==> src/rtl/alu_share_arbiter.sv <==
// alu_share_arbiter
//
// Lets two requesters share one 32-bit ALU. A round-robin arbiter picks at
// most one eligible request per cycle, drives the ALU combinationally from
// that request, and captures the ALU outputs into the winner's one-entry
// response buffer at the next rising edge.
//
// Ports
//   clk, rst_n              clock, asynchronous active-low reset
//   reqN_valid/ready        request handshake for requester N (N = 0, 1)
//   reqN_op/a/b/tag         ALU select, operands and opaque tag
//   rspN_valid/ready        response handshake for requester N
//   rspN_res/flags/tag      captured ALURes, {SLTU, SLT, ZERO} and echoed tag
//   alu_s/a/b               to the shared ALU
//   alu_res/slt/zero/sltu   from the shared ALU
//   grant_id                granted requester; meaningful only when a
//                           reqN_ready is high
module alu_share_arbiter #(
    parameter int TAG_W   = 4,
    parameter bit RR_INIT = 1'b0
) (
    input  logic             clk,
    input  logic             rst_n,

    input  logic             req0_valid,
    output logic             req0_ready,
    input  logic             req0_op,
    input  logic [31:0]      req0_a,
    input  logic [31:0]      req0_b,
    input  logic [TAG_W-1:0] req0_tag,

    input  logic             req1_valid,
    output logic             req1_ready,
    input  logic             req1_op,
    input  logic [31:0]      req1_a,
    input  logic [31:0]      req1_b,
    input  logic [TAG_W-1:0] req1_tag,

    output logic             rsp0_valid,
    input  logic             rsp0_ready,
    output logic [31:0]      rsp0_res,
    output logic [2:0]       rsp0_flags,
    output logic [TAG_W-1:0] rsp0_tag,

    output logic             rsp1_valid,
    input  logic             rsp1_ready,
    output logic [31:0]      rsp1_res,
    output logic [2:0]       rsp1_flags,
    output logic [TAG_W-1:0] rsp1_tag,

    output logic             alu_s,
    output logic [31:0]      alu_a,
    output logic [31:0]      alu_b,
    input  logic [31:0]      alu_res,
    input  logic             alu_slt,
    input  logic             alu_zero,
    input  logic             alu_sltu,

    output logic             grant_id
);

    logic             rr_q, rr_d;
    logic             rsp0_valid_q, rsp0_valid_d;
    logic [31:0]      rsp0_res_q, rsp0_res_d;
    logic [2:0]       rsp0_flags_q, rsp0_flags_d;
    logic [TAG_W-1:0] rsp0_tag_q, rsp0_tag_d;
    logic             rsp1_valid_q, rsp1_valid_d;
    logic [31:0]      rsp1_res_q, rsp1_res_d;
    logic [2:0]       rsp1_flags_q, rsp1_flags_d;
    logic [TAG_W-1:0] rsp1_tag_q, rsp1_tag_d;

    logic elig0, elig1, gnt0, gnt1;

    always_comb begin
        // A buffer can take a new result if it is empty or being drained now.
        // rst_n is folded in so no request is accepted while reset is held.
        elig0 = rst_n && req0_valid && (!rsp0_valid_q || rsp0_ready);
        elig1 = rst_n && req1_valid && (!rsp1_valid_q || rsp1_ready);

        gnt0 = elig0 && (!elig1 || (rr_q == 1'b0));
        gnt1 = elig1 && (!elig0 || (rr_q == 1'b1));

        // Only contended grants move the pointer, to the loser.
        rr_d = (elig0 && elig1) ? gnt0 : rr_q;

        alu_s = 1'b0;
        alu_a = 32'd0;
        alu_b = 32'd0;
        if (gnt0) begin
            alu_s = req0_op;
            alu_a = req0_a;
            alu_b = req0_b;
        end else if (gnt1) begin
            alu_s = req1_op;
            alu_a = req1_a;
            alu_b = req1_b;
        end

        rsp0_valid_d = rsp0_valid_q;
        rsp0_res_d   = rsp0_res_q;
        rsp0_flags_d = rsp0_flags_q;
        rsp0_tag_d   = rsp0_tag_q;
        if (gnt0) begin
            rsp0_valid_d = 1'b1;
            rsp0_res_d   = alu_res;
            rsp0_flags_d = {alu_sltu, alu_slt, alu_zero};
            rsp0_tag_d   = req0_tag;
        end else if (rsp0_ready) begin
            rsp0_valid_d = 1'b0;
        end

        rsp1_valid_d = rsp1_valid_q;
        rsp1_res_d   = rsp1_res_q;
        rsp1_flags_d = rsp1_flags_q;
        rsp1_tag_d   = rsp1_tag_q;
        if (gnt1) begin
            rsp1_valid_d = 1'b1;
            rsp1_res_d   = alu_res;
            rsp1_flags_d = {alu_sltu, alu_slt, alu_zero};
            rsp1_tag_d   = req1_tag;
        end else if (rsp1_ready) begin
            rsp1_valid_d = 1'b0;
        end
    end

    always_ff @(posedge clk or negedge rst_n) begin
        if (!rst_n) begin
            rr_q         <= RR_INIT;
            rsp0_valid_q <= 1'b0;
            rsp0_res_q   <= 32'd0;
            rsp0_flags_q <= 3'd0;
            rsp0_tag_q   <= '0;
            rsp1_valid_q <= 1'b0;
            rsp1_res_q   <= 32'd0;
            rsp1_flags_q <= 3'd0;
            rsp1_tag_q   <= '0;
        end else begin
            rr_q         <= rr_d;
            rsp0_valid_q <= rsp0_valid_d;
            rsp0_res_q   <= rsp0_res_d;
            rsp0_flags_q <= rsp0_flags_d;
            rsp0_tag_q   <= rsp0_tag_d;
            rsp1_valid_q <= rsp1_valid_d;
            rsp1_res_q   <= rsp1_res_d;
            rsp1_flags_q <= rsp1_flags_d;
            rsp1_tag_q   <= rsp1_tag_d;
        end
    end

    assign req0_ready = gnt0;
    assign req1_ready = gnt1;
    assign grant_id   = gnt1;

    assign rsp0_valid = rsp0_valid_q;
    assign rsp0_res   = rsp0_res_q;
    assign rsp0_flags = rsp0_flags_q;
    assign rsp0_tag   = rsp0_tag_q;
    assign rsp1_valid = rsp1_valid_q;
    assign rsp1_res   = rsp1_res_q;
    assign rsp1_flags = rsp1_flags_q;
    assign rsp1_tag   = rsp1_tag_q;

endmodule
==> config.mk <==
export PLATFORM = sky130hd
export DESIGN_NAME = alu_share_arbiter
export DESIGN_NICKNAME = d
export VERILOG_FILES = /design/src/rtl/alu_share_arbiter.sv
export SDC_FILE = /design/constraint.sdc
export NUM_CORES = 1
export LEC_CHECK = 0
export ABC_CLOCK_PERIOD_IN_PS = 2100
export CAP_MARGIN = 20
export CORE_MARGIN = 10
export CORE_UTILIZATION = 34
export DETAILED_ROUTE_END_ITERATION = 10
export PLACE_DENSITY_LB_ADDON = 0.05
export SYNTH_ARGS = -nofsm -noshare
export SYNTH_HDL_FRONTEND = slang
export SYNTH_SLANG_ARGS = --single-unit
==> constraint.sdc <==
create_clock -name clk -period 2.1 [get_ports clk]
set_input_delay 0.315 -clock clk [delete_from_list [all_inputs] [get_ports clk]]
set_output_delay 0.315 -clock clk [all_outputs]
set_load 0.01 [all_outputs]
==> key figures <==
STA
  • Min Clock Period, post-route: 2.261 ns
  • Max_slew headroom: 74.20%
  • PnR worst setup slack: -0.1612 ns
  • Final hold viol count: 0
  • RSZ-0062 raised after global routing: yes
  • Skew final: 0.004322 ns
  • Final hold slack: 0.4068 ns
  • Max Slew Vio Count: 0
  • F_max: 442.2 MHz
  • Setup-failing EPs final: 65
  • Setup_tns: -5.306 ns
  • Worst Tran Pin Value: 0.3871 ns
  • Tcrit/Tclk final: 107.7%

Synth
  • Combinational family with the most area after synthesis: multiplexers
  • Seq/Total Area, Yosys: 48.93%
  • Cells after Synth: 409
  • Simple-Gate Fraction of Synth Area: 12.84%
  • Post-synthesis compound-gate area fraction: 11.21%
  • Mux cell area share after synthesis: 21.20%
  • Yosys top cell area share: 48.93%
  • Post-Synth XOR/XNOR Area: 0.2114%
  • Area of the mapped netlist: 0.004143 sq mm
  • Syn avg cell area: 10.13 sq um
  • Distinct cells, synth: 21
  • Leading area contributor after synthesis: dfrtp_1
  • FF+latch count, synth: 81
  • Warnings, synthesis: 0
  • Synthesized net count: 588
  • Synth top area cells: dfrtp_1 (49%), mux2_2 (20%), nand2_1 (12%)
  • Adder-Cell Fraction of Synth Area: 0%

Global routing
  • GRT Resource Usage Total: 23.03%
  • Vias in the first global route: 4859
  • Initial antenna violation count: 2
  • Pin count of the biggest net entering global routing: 46
  • First-pass GRT wire length: 29.41 mm
  • GRT overflow: 0

Drt
  • ANT nets after route: 0
  • Drt via density: 5.187
  • Routed via count: 4699
  • Drc violations: 0
  • WL final: 21.95 mm
  • Initial drt markers: 297
  • First-pass detailed-route iteration total: 5
  • Drt wl/cell: 24.22 microns

Clock network
  • Max clock buf depth: 2
  • CTS buffer count: 9
  • Clk root buf: clkbuf_16
  • CTS H-tree depth: 3
  • Clk sinks: 81
  • CTS tree: built
  • Worst-path clk slew: 0.06 ns
  • Clk_lat worst skew: 0.33 ns

Setup path
  • R2R Setup Slk: 0.22 ns
  • Worst path max stage delay: 0.46 ns
  • Delay-heaviest family, CP: buffers and inverters
  • CP endpoint kind: output port
  • Reg2reg end: rsp1_res[3]$_DFFE_PN0P_
  • Worst-path cell chain: clkdlybuf4s50_1, nor2b_4, a211o_4, buf_16, buf_6, o22ai_2, buf_2
  • Startpoint class of the critical path: primary input
  • Critical path arrival: 1.95 ns
  • Worst EP required: 1.78 ns
  • Max Fanout on Critical Path: 8
  • Worst R2R Start: rsp1_valid$_DFFE_PN0P_
  • Worst Path Buf+Inv: 4
  • CP Class: primary input to output port
  • Reg2reg path depth: 5
  • Slowest stage cell, crit path: a211o_4

Status
  • Violated checks: setup timing
  • Status: finished, violations left

Floorplanning
  • Core area: 0.01196 sq mm
  • Die area: 0.01700 sq mm
  • Initial core utilization: 34.63%
  • Row cnt: 40
  • I/O pin total: 327
  • Die Wd: 130.4 microns
  • Die Span Y: 130.4 microns

Placement
  • Dpl hpwl: 15.89 mm
  • Routability cong.: 0.9968
  • IO buf count: 326

Run
  • Number of max-cap violations: 0

Power
  • Pwr per Cell Area: 927.2 mW/mm^2
  • Final Total Pwr: 7.941 mW
  • Worst VDD drop: 0.7723 mV
  • P_leak: 3.633 nW

Cells and area
  • Layout cell share with drive strength beyond 1: 34.92%
  • Multi-input gate area: 0.002361 sq mm
  • Fill cells: 889
  • Register area: 0.002027 sq mm
  • Layout Nets: 931
  • Area growth syn-to-layout: 106.7%

Min path
  • Min-Delay Path Class: primary input to async pin
## per-layer routing
metal  GRT usage (%)  up-vias  part of all wire [%]
li1                -     2127                     -
met2           40.91      262                    51
met5               0        -                 0.059
met3           9.146       70                    11
met1           24.41     2238                    34
met4           7.652        2                   4.3
## worst reg2reg max path, cell delays in order, from the launching register on
cell and delay (ns):
dfrtp_1 0.38, and2b_2 0.23, buf_4 0.15, a211oi_4 0.30, buf_6 0.32, mux2_2 0.39
## area by class of cell
class / instances / share of cell area, %
repair buffers: 370 / 42.95
flip-flops and latches: 81 / 23.67
clock buffers: 10 / 2.790
clock inverters: 5 / 0.6574
multi-input cells: 287 / 27.57
inverters: 3 / 0.1315
well taps: 147 / 2.148
diodes: 3 / 0.08766
## cells by family (layout without fill, tap and decap cells)
family          Yosys count  in the layout
flops                    81             81
xor+xnor                  1              1
other cells               0              3
simple gates            138            138
buf+inv                  41            388
compound gates           70             70
mux                      78             78
## cell usage after synthesis
library cell,instances
a211o_1,1
a211oi_4,1
and2_1,1
and2b_1,1
buf_2,12
buf_4,1
buf_6,8
clkbuf_1,17
dfrtp_1,81
inv_1,3
mux2_1,6
mux2_2,72
nand2_1,133
nand2b_1,1
nor2b_1,1
o2111ai_1,1
o211ai_1,1
o211ai_2,1
o22ai_1,65
or2_2,1
xnor2_1,1
## state kept, by name, summed over array words and instances, names as in the netlist
| signal | flops |
|---|---|
| rr_q | 1 |
| rsp0_flags | 3 |
| rsp0_res | 32 |
| rsp0_tag | 4 |
| rsp0_valid | 1 |
| rsp1_flags | 3 |
| rsp1_res | 32 |
| rsp1_tag | 4 |
| rsp1_valid | 1 |
## worst max-delay path by stage
stage / slack [ns] / from / endpoint / cells after the start
finish: -0.16 / req0_valid / alu_a[22] / 7
global route: -0.21 / req0_valid / alu_b[29] / 7
CTS: -0.21 / rsp1_valid$_DFFE_PN0P_ / alu_a[16] / 5
detailed placement: -0.70 / rsp1_ready / alu_b[19] / 6
global placement: -0.67 / rsp1_ready / alu_b[19] / 6
floorplan: 0.34 / rsp1_valid$_DFFE_PN0P_ / alu_a[0] / 5
## timing repair
item | 4_1_cts | 5_1_grt
gates cloned | 6 | 4
setup endpoints to repair | 68 | 84
hold buffers | 1 | 0
endpoints found under the hold margin | 4 | 0
pin swaps | 1 | 5
setup buffers | 5 | 2
gates resized for setup | 323 | 55
## per-stage QoR
stage          instances  util (%)  worst slack [ns]  instance area (sq um)
4_1_cts              897     68.37           -0.2134                   8178
3_5_place_dp         870     64.06           -0.7005                   7662
6_report             906     71.60           -0.1612                   8564
2_1_floorplan        409         -            0.3374                   4143
3_3_place_gp         870     64.06           -0.6659                   7662
5_1_grt              904     71.56           -0.2063                   8559
## cell usage in the layout, fill, tap and decap left out, types with 11 or more instances in the layout
| master | instances |
|---|---|
| clkbuf_16 | 11 |
| dfrtp_1 | 81 |
| buf_2 | 51 |
| mux2_2 | 72 |
| nand2_1 | 133 |
| buf_6 | 19 |
| clkdlybuf4s50_1 | 256 |
| buf_4 | 18 |
| o22ai_2 | 49 |
## where the power goes
group	switching [mW]	leakage, nW	internal (mW)	total [mW]
Clock	0.605	0.144	0.944	1.55
Combinational	1.65	2.54	2.33	3.99
Sequential	0.288	0.950	2.12	2.41
Total	2.55	3.63	5.40	7.94
Note: power is estimated with default switching activity, not from simulation.
